===== src/rtl/memory_load_align_pkg.sv =====
// Shared types for the load-align path: size and FSM state encodings.
// Build option MEMORY_LOAD_SPLIT_EN enables two-beat doubleword-crossing loads.
package memory_load_align_pkg;
  localparam int XLEN  = 64;
  localparam int OFF_W = 3;

  typedef enum logic [1:0] {
    SIZE_B = 2'd0,
    SIZE_H = 2'd1,
    SIZE_W = 2'd2,
    SIZE_D = 2'd3
  } size_e;

  typedef enum logic [2:0] {
    S_IDLE = 3'd0,
    S_RD0  = 3'd1,
    S_W0   = 3'd2,
`ifdef MEMORY_LOAD_SPLIT_EN
    S_RD1  = 3'd3,
    S_W1   = 3'd4,
`endif
    S_DONE = 3'd5
  } state_e;

  function automatic logic crosses(
    input logic [OFF_W-1:0] off,
    input size_e            sz
  );
    logic [3:0] end_b;
    end_b = {1'b0, off} + (4'd1 << sz);
    return end_b > 4'd8;
  endfunction
endpackage


===== src/rtl/memory_load_align_if.sv =====
// Request, memory-read and result handshakes of the load-align block.
// slave = the aligner, master = LSU/memory/writeback side.
interface memory_load_align_if;
  import memory_load_align_pkg::*;

  logic             req_valid;
  logic             req_ready;
  logic [OFF_W-1:0] req_offset;
  logic [1:0]       req_size;
  logic             req_unsigned;
  logic             mem_rd_valid;
  logic             mem_rd_ready;
  logic             mem_rd_hi;
  logic             mem_rdata_valid;
  logic [XLEN-1:0]  mem_rdata;
  logic             load_valid;
  logic             load_ready;
  logic [XLEN-1:0]  load_data;
  logic             load_err;

  modport slave (
    input  req_valid, req_offset, req_size, req_unsigned,
    input  mem_rd_ready, mem_rdata_valid, mem_rdata,
    input  load_ready,
    output req_ready, mem_rd_valid, mem_rd_hi,
    output load_valid, load_data, load_err
  );

  modport master (
    output req_valid, req_offset, req_size, req_unsigned,
    output mem_rd_ready, mem_rdata_valid, mem_rdata,
    output load_ready,
    input  req_ready, mem_rd_valid, mem_rd_hi,
    input  load_valid, load_data, load_err
  );
endinterface


===== src/rtl/memory_load_extend.sv =====
// Right-aligns the addressed bytes of a 128b {hi,lo} window and
// sign/zero-extends them to 64 bits.
module memory_load_extend
  import memory_load_align_pkg::*;
(
  input  logic [2*XLEN-1:0] win_i,
  input  logic [OFF_W-1:0]  off_i,
  input  size_e             size_i,
  input  logic              uns_i,
  output logic [XLEN-1:0]   data_o
);
  logic [2*XLEN-1:0] sh;
  logic [XLEN-1:0]   s;
  logic              unused_hi;

  assign sh        = win_i >> {off_i, 3'b000};
  assign s         = sh[XLEN-1:0];
  assign unused_hi = ^sh[2*XLEN-1:XLEN];

  always_comb begin
    data_o = s;
    unique case (size_i)
      SIZE_B: data_o = {{56{~uns_i & s[7]}}, s[7:0]};
      SIZE_H: data_o = {{48{~uns_i & s[15]}}, s[15:0]};
      SIZE_W: data_o = {{32{~uns_i & s[31]}}, s[31:0]};
      SIZE_D: data_o = s;
    endcase
  end
endmodule


===== src/rtl/memory_load_align.sv =====
// Load-path aligner: one load in flight, fetches 1-2 doublewords, aligns/extends.
// MEMORY_LOAD_SPLIT_EN: crossing loads use a second beat; otherwise they fault.
module memory_load_align
  import memory_load_align_pkg::*;
(
  input logic                clk,
  input logic                rst_n,
  memory_load_align_if.slave bus
);
  state_e           state_q, state_d;
  logic [OFF_W-1:0] off_q, off_d;
  size_e            size_q, size_d;
  logic             uns_q, uns_d;
  logic [XLEN-1:0]  data_q, data_d;
  logic             err_q, err_d;
  logic [2*XLEN-1:0] win;
  logic [XLEN-1:0]  ext_data;
  logic             req_cross;
`ifdef MEMORY_LOAD_SPLIT_EN
  logic             cross_q, cross_d;
  logic [XLEN-1:0]  lo_q, lo_d;
`endif

  assign req_cross = crosses(bus.req_offset, size_e'(bus.req_size));

`ifdef MEMORY_LOAD_SPLIT_EN
  assign win = (state_q == S_W1) ? {bus.mem_rdata, lo_q}
                                 : {{XLEN{1'b0}}, bus.mem_rdata};
`else
  assign win = {{XLEN{1'b0}}, bus.mem_rdata};
`endif

  memory_load_extend u_ext (
    .win_i  (win),
    .off_i  (off_q),
    .size_i (size_q),
    .uns_i  (uns_q),
    .data_o (ext_data)
  );

  always_comb begin
    state_d = state_q;
    off_d   = off_q;
    size_d  = size_q;
    uns_d   = uns_q;
    data_d  = data_q;
    err_d   = err_q;
`ifdef MEMORY_LOAD_SPLIT_EN
    cross_d = cross_q;
    lo_d    = lo_q;
`endif
    unique case (state_q)
      S_IDLE: if (bus.req_valid) begin
        off_d = bus.req_offset;
        size_d = size_e'(bus.req_size);
        uns_d = bus.req_unsigned;
        err_d = 1'b0;
`ifdef MEMORY_LOAD_SPLIT_EN
        cross_d = req_cross;
        state_d = S_RD0;
`else
        // crossing loads are refused without touching memory
        if (req_cross) begin
          data_d  = '0;
          err_d   = 1'b1;
          state_d = S_DONE;
        end else begin
          state_d = S_RD0;
        end
`endif
      end
      S_RD0: if (bus.mem_rd_ready) state_d = S_W0;
      S_W0: if (bus.mem_rdata_valid) begin
`ifdef MEMORY_LOAD_SPLIT_EN
        lo_d = bus.mem_rdata;
        if (cross_q) begin
          state_d = S_RD1;
        end else begin
          data_d  = ext_data;
          state_d = S_DONE;
        end
`else
        data_d  = ext_data;
        state_d = S_DONE;
`endif
      end
`ifdef MEMORY_LOAD_SPLIT_EN
      S_RD1: if (bus.mem_rd_ready) state_d = S_W1;
      S_W1: if (bus.mem_rdata_valid) begin
        data_d  = ext_data;
        state_d = S_DONE;
      end
`endif
      S_DONE: if (bus.load_ready) state_d = S_IDLE;
      default: state_d = S_IDLE;
    endcase
  end

  always_ff @(posedge clk) begin
    if (!rst_n) begin
      state_q <= S_IDLE;
      off_q   <= '0;
      size_q  <= SIZE_B;
      uns_q   <= 1'b0;
      data_q  <= '0;
      err_q   <= 1'b0;
`ifdef MEMORY_LOAD_SPLIT_EN
      cross_q <= 1'b0;
      lo_q    <= '0;
`endif
    end else begin
      state_q <= state_d;
      off_q   <= off_d;
      size_q  <= size_d;
      uns_q   <= uns_d;
      data_q  <= data_d;
      err_q   <= err_d;
`ifdef MEMORY_LOAD_SPLIT_EN
      cross_q <= cross_d;
      lo_q    <= lo_d;
`endif
    end
  end

  assign bus.req_ready  = (state_q == S_IDLE);
  assign bus.load_valid = (state_q == S_DONE);
  assign bus.load_data  = data_q;
  assign bus.load_err   = err_q;
`ifdef MEMORY_LOAD_SPLIT_EN
  assign bus.mem_rd_valid = (state_q == S_RD0) || (state_q == S_RD1);
  assign bus.mem_rd_hi    = (state_q == S_RD1);
`else
  assign bus.mem_rd_valid = (state_q == S_RD0);
  assign bus.mem_rd_hi    = 1'b0;
`endif
endmodule


===== src/flat_wrapper.sv =====
// flat-port wrapper written by rule: the top's interface ports become plain ports
module memory_load_align_flat import memory_load_align_pkg::*;
  (clk, rst_n, bus_req_valid, bus_req_offset, bus_req_size, bus_req_unsigned, bus_mem_rd_ready, bus_mem_rdata_valid, bus_mem_rdata, bus_load_ready, bus_req_ready, bus_mem_rd_valid, bus_mem_rd_hi, bus_load_valid, bus_load_data, bus_load_err);
  memory_load_align_if bus_i ();
  input logic clk;
  input logic rst_n;
  input wire logic [$bits(bus_i.req_valid)-1:0] bus_req_valid;
  input wire logic [$bits(bus_i.req_offset)-1:0] bus_req_offset;
  input wire logic [$bits(bus_i.req_size)-1:0] bus_req_size;
  input wire logic [$bits(bus_i.req_unsigned)-1:0] bus_req_unsigned;
  input wire logic [$bits(bus_i.mem_rd_ready)-1:0] bus_mem_rd_ready;
  input wire logic [$bits(bus_i.mem_rdata_valid)-1:0] bus_mem_rdata_valid;
  input wire logic [$bits(bus_i.mem_rdata)-1:0] bus_mem_rdata;
  input wire logic [$bits(bus_i.load_ready)-1:0] bus_load_ready;
  output wire logic [$bits(bus_i.req_ready)-1:0] bus_req_ready;
  output wire logic [$bits(bus_i.mem_rd_valid)-1:0] bus_mem_rd_valid;
  output wire logic [$bits(bus_i.mem_rd_hi)-1:0] bus_mem_rd_hi;
  output wire logic [$bits(bus_i.load_valid)-1:0] bus_load_valid;
  output wire logic [$bits(bus_i.load_data)-1:0] bus_load_data;
  output wire logic [$bits(bus_i.load_err)-1:0] bus_load_err;
  assign bus_i.req_valid = bus_req_valid;
  assign bus_i.req_offset = bus_req_offset;
  assign bus_i.req_size = bus_req_size;
  assign bus_i.req_unsigned = bus_req_unsigned;
  assign bus_i.mem_rd_ready = bus_mem_rd_ready;
  assign bus_i.mem_rdata_valid = bus_mem_rdata_valid;
  assign bus_i.mem_rdata = bus_mem_rdata;
  assign bus_i.load_ready = bus_load_ready;
  assign bus_req_ready = bus_i.req_ready;
  assign bus_mem_rd_valid = bus_i.mem_rd_valid;
  assign bus_mem_rd_hi = bus_i.mem_rd_hi;
  assign bus_load_valid = bus_i.load_valid;
  assign bus_load_data = bus_i.load_data;
  assign bus_load_err = bus_i.load_err;
  memory_load_align u_core (.clk(clk), .rst_n(rst_n), .bus(bus_i));
endmodule

===== config.mk =====
export PLATFORM = sky130hd
export DESIGN_NAME = memory_load_align_flat
export DESIGN_NICKNAME = d
export VERILOG_FILES = /design/src/rtl/memory_load_align_pkg.sv /design/src/rtl/memory_load_align_if.sv /design/src/rtl/memory_load_extend.sv /design/src/rtl/memory_load_align.sv /design/src/flat_wrapper.sv
export SDC_FILE = /design/constraint.sdc
export NUM_CORES = 1
export LEC_CHECK = 0
export BUFFER_PORTS_ARGS = -buffer_cell sky130_fd_sc_hd__buf_2
export CAP_MARGIN = 0
export CELL_PAD_IN_SITES_DETAIL_PLACEMENT = 1
export CELL_PAD_IN_SITES_GLOBAL_PLACEMENT = 2
export CORE_ASPECT_RATIO = 1.4
export CORE_MARGIN = 2
export CORE_UTILIZATION = 32
export CTS_BUF_LIST = sky130_fd_sc_hd__clkbuf_8
export CTS_CLUSTER_SIZE = 24
export DETAILED_ROUTE_END_ITERATION = 16
export GPL_TIMING_DRIVEN = 0
export PLACE_DENSITY_LB_ADDON = 0.1
export RECOVER_POWER = 100
export SLEW_MARGIN = 30
export SYNTH_ARGS = -nofsm -noshare
export SYNTH_HDL_FRONTEND = slang
export SYNTH_SLANG_ARGS = --single-unit

===== constraint.sdc =====
create_clock -name clk -period 4.7 [get_ports clk]
set_clock_uncertainty 0.2 [all_clocks]
set_input_delay 0.94 -clock clk [delete_from_list [all_inputs] [get_ports clk]]
set_output_delay 0.94 -clock clk [all_outputs]
set_load 0.1 [all_outputs]

==> metrics.cfg <==
[clock_network]
cts_tree=yes
hold_buffers=0
numClockSinks=74
clk_latency_ns=0.37
cts.clk_slew.worst_paths_ns=0.08
htreeDepth=3
numCtsBuffers=9
postCtsSetupRepairBufs=0
clockRootBuffer=clkbuf_8
cts_resized=0
cts.path.max_buffers=2

[worst_hold_path]
hold_depth=2
hp-class=flop to flop

[power_and_ir_drop]
power.total_mw=1.720
seqPwrFrac=0.377
clockPowerShare=0.317
p_per_area_nw_per_um2=305.5
ir_drop_uv=141.6
p_leak_nw=2.096
switching_power_uw=644.7
intPower_mw=1.075
combinationalPowerShare=0.306
switching_share=0.3748

[synthesis]
synth_warnings=0
synth_top_family_by_area=compound AO/OA/AOI/OAI gates
post_synth.cell_area_avg_sq_um=7.811
syn_nets=664
yosys.area.top_type_share=0.3247
synth_cell_type_count=46
synth_fa_ha_area_frac=0.01262
netlist_instances=584
ys_seq_elements=74
synth_enable_flop_cells=0
yosysTopAreaCell=dfxtp_1
syn-cell-area_sq_um=4562
synthSimpleGateAreaFrac=0.1917
synth-xor-area-share=0.001920
async_flop_share=0
synth_flop_cell=dfxtp_1
seq_area_frac_synth=0.3247
muxShareOfSynthArea=0.1791
synth-compound-area-share=0.2361
synth_area_leaders=dfxtp_1 (32%), mux2i_1 (13%), nand2_1 (8.0%)

[sta]
hold-worst-slack_ns=0.2571
worst_slew_pin_slew_ns=1.187
finalCriticalPeriod_ns=3.928
setup_viol=0
slew_viol_final=0
rsz0062_at_grt=false
fin_crit_sh=0.8358
finalSetupTns_ns=0
clock.fmax_mhz=254.6
hold_viol_final=0
relSlewSlack=0.2123

[worst_setup_path]
cp.arrival_ns=4.02
crit_chain=clkbuf_1 -> nor2_1 -> ha_1 -> fa_1 -> xor2_1 -> or3_1 -> a41o_1 -> a21oi_1 -> clkbuf_1 -> clkbuf_1 -> nand2_1 -> o21ai_0
timing.critical_path.mode_cell=clkbuf_1
worst-setup-path-type=primary input to flop
cp_slowest_stage_delay_ns=0.46
cp-end-kind=flop
cp-start-kind=primary input
cp_slowest_cell=clkbuf_1
required_ns=4.79
rr_worst_depth=7
path_max_fanout=10

[place]
postPlaceCellArea_sq_um=5509
dp.final_hpwl_mm=15.73
gp_congestion=0.9277
io_buffers=143

[cells_and_area]
syn_to_final_growth_pct=23.42
nets=818
num_antenna_cells=0
fin_area_sq_um=5630
postLayoutCoreUtil=0.4047
drive_above_1_share=0.1777

[drt]
first_pass_iters=4
wl_per_cell_um=20.72
viasPerCell=5.323
drt-initial-drc-count=226
drt-total-wl_mm=19.23
dr_total_vias=4940
drc_errors=0
ant_nets=0

[global_route]
grt.total_usage=0.2492
grt_start_max_net_pins=14
grt_pass1_wl_mm=29.14
grt_pass1_vias=5144
antenna_found_initial=0
grt-ovfl-total=0

[floorplan]
die_area_sq_um=15240
die_w_um=104.9
initial_core_util=0.3279
num_rows=51
io_pins=145
die_h_um=145.3
coreArea_sq_um=13910

[outcome]
outcome=finished clean

[job]
drv_cap=0

## cells in the mapped netlist (2+ instances only)
cell type and number:
nor2_1 36, a22o_1 2, nand2_1 97, clkbuf_1 26, inv_1 3, buf_2 18, nand3_1 9, o21ai_1 30
nand2b_1 13, mux2i_1 58, nor2b_1 10, nor3_1 3, o21ai_0 39, ha_1 3, nor3b_1 2, and3_1 2
dfxtp_1 74, mux4_2 2, and2_1 6, buf_1 5, a22oi_1 17, a32oi_1 3, nand4_1 2, nor3_2 2
a211oi_1 33, mux2_2 17, buf_4 2, o22ai_1 8, or3_1 6, a21oi_1 40
## worst paths after layout
path                                             start                               endpoint  slack, ns
setup reg to reg          u_core.off_q[0]$_SDFFE_PN0P_  u_core.bus.load_data[13]$_SDFFE_PN0P_       1.48
setup / recovery                       bus_req_size[1]  u_core.bus.load_data[36]$_SDFFE_PN0P_       0.77
hold / removal    u_core.bus.load_data[1]$_SDFFE_PN0P_   u_core.bus.load_data[1]$_SDFFE_PN0P_       0.26
hold reg to reg   u_core.bus.load_data[1]$_SDFFE_PN0P_   u_core.bus.load_data[1]$_SDFFE_PN0P_       0.26
## state kept, by name, indices dropped and copies added, names as in the netlist
signal	count
u_core.bus.load_data	64
u_core.off_q	3
u_core.state_q	3
u_core.size_q	2
u_core.bus.load_err	1
u_core.uns_q	1
## power groups by stage
stage | clock, mW | combinational [mW] | sequential [mW]
3_5_place_dp | 0 | 0.526 | 0.663
3_3_place_gp | 0 | 0.516 | 0.662
2_1_floorplan | 0 | 0.305 | 0.696
6_report | 0.545 | 0.527 | 0.648
4_1_cts | 0.558 | 0.529 | 0.648
5_1_grt | 0.584 | 0.561 | 0.650
## cells by family (layout without fill, tap and decap cells)
kind of cell,after synthesis,after routing
multiplexers,77,77
buffers and inverters,56,215
AO/OA/AOI/OAI,178,178
flip-flops,74,74
AND/OR/NAND/NOR,193,193
adder cells (fa/ha/maj),4,4
XOR/XNOR,1,1
other,1,1
## per-stage QoR
| stage | instances | worst slack [ns] |
|---|---|---|
| after floorplan | 584 | 0.9745 |
| after global placement | 912 | 0.6932 |
| after global routing | 928 | 0.4625 |
| final | 928 | 0.7717 |
| after detailed placement | 912 | 0.5805 |
| after CTS | 928 | 0.9494 |
## cell usage in the layout, fill, tap and decap left out, drive strengths merged, types with 10 or more instances in the layout
cell      n
buf      94
clkbuf  112
nor2b    10
a21oi    40
o21ai    69
dfxtp    74
a211oi   33
nand2b   13
nand2    97
mux2i    58
nor2     37
mux2     17
a22oi    17
## critical path: cells and delay by family
family | cells | cell delay, ns
AOI/OAI and AO/OA | 3 | 0.73
adders and majority gates | 2 | 0.63
xor gates and xnor gates | 1 | 0.16
and+or+nand+nor | 3 | 0.53
buffers and inverters | 3 | 1.02
## final cells by class
cell class	count	area, sq um
clock inverter	5	61.31
multi-input combinational	454	2839
sequential	74	1481
tap	185	231.5
clock buffer	11	151.4
timing repair buffer	143	628.1
buffer	52	222.7
fill	1834	8280
inverter	4	15.01
## per-layer routing
| metal | GRT usage | routed length [um] |
|---|---|---|
| met4 | 0.1320 | 897 |
| met1 | 0.2740 | 7551 |
| met5 | 0 | 0 |
| met2 | 0.4552 | 9963 |
| met3 | 0.03594 | 814 |
Power figures use the tool's default switching activity.
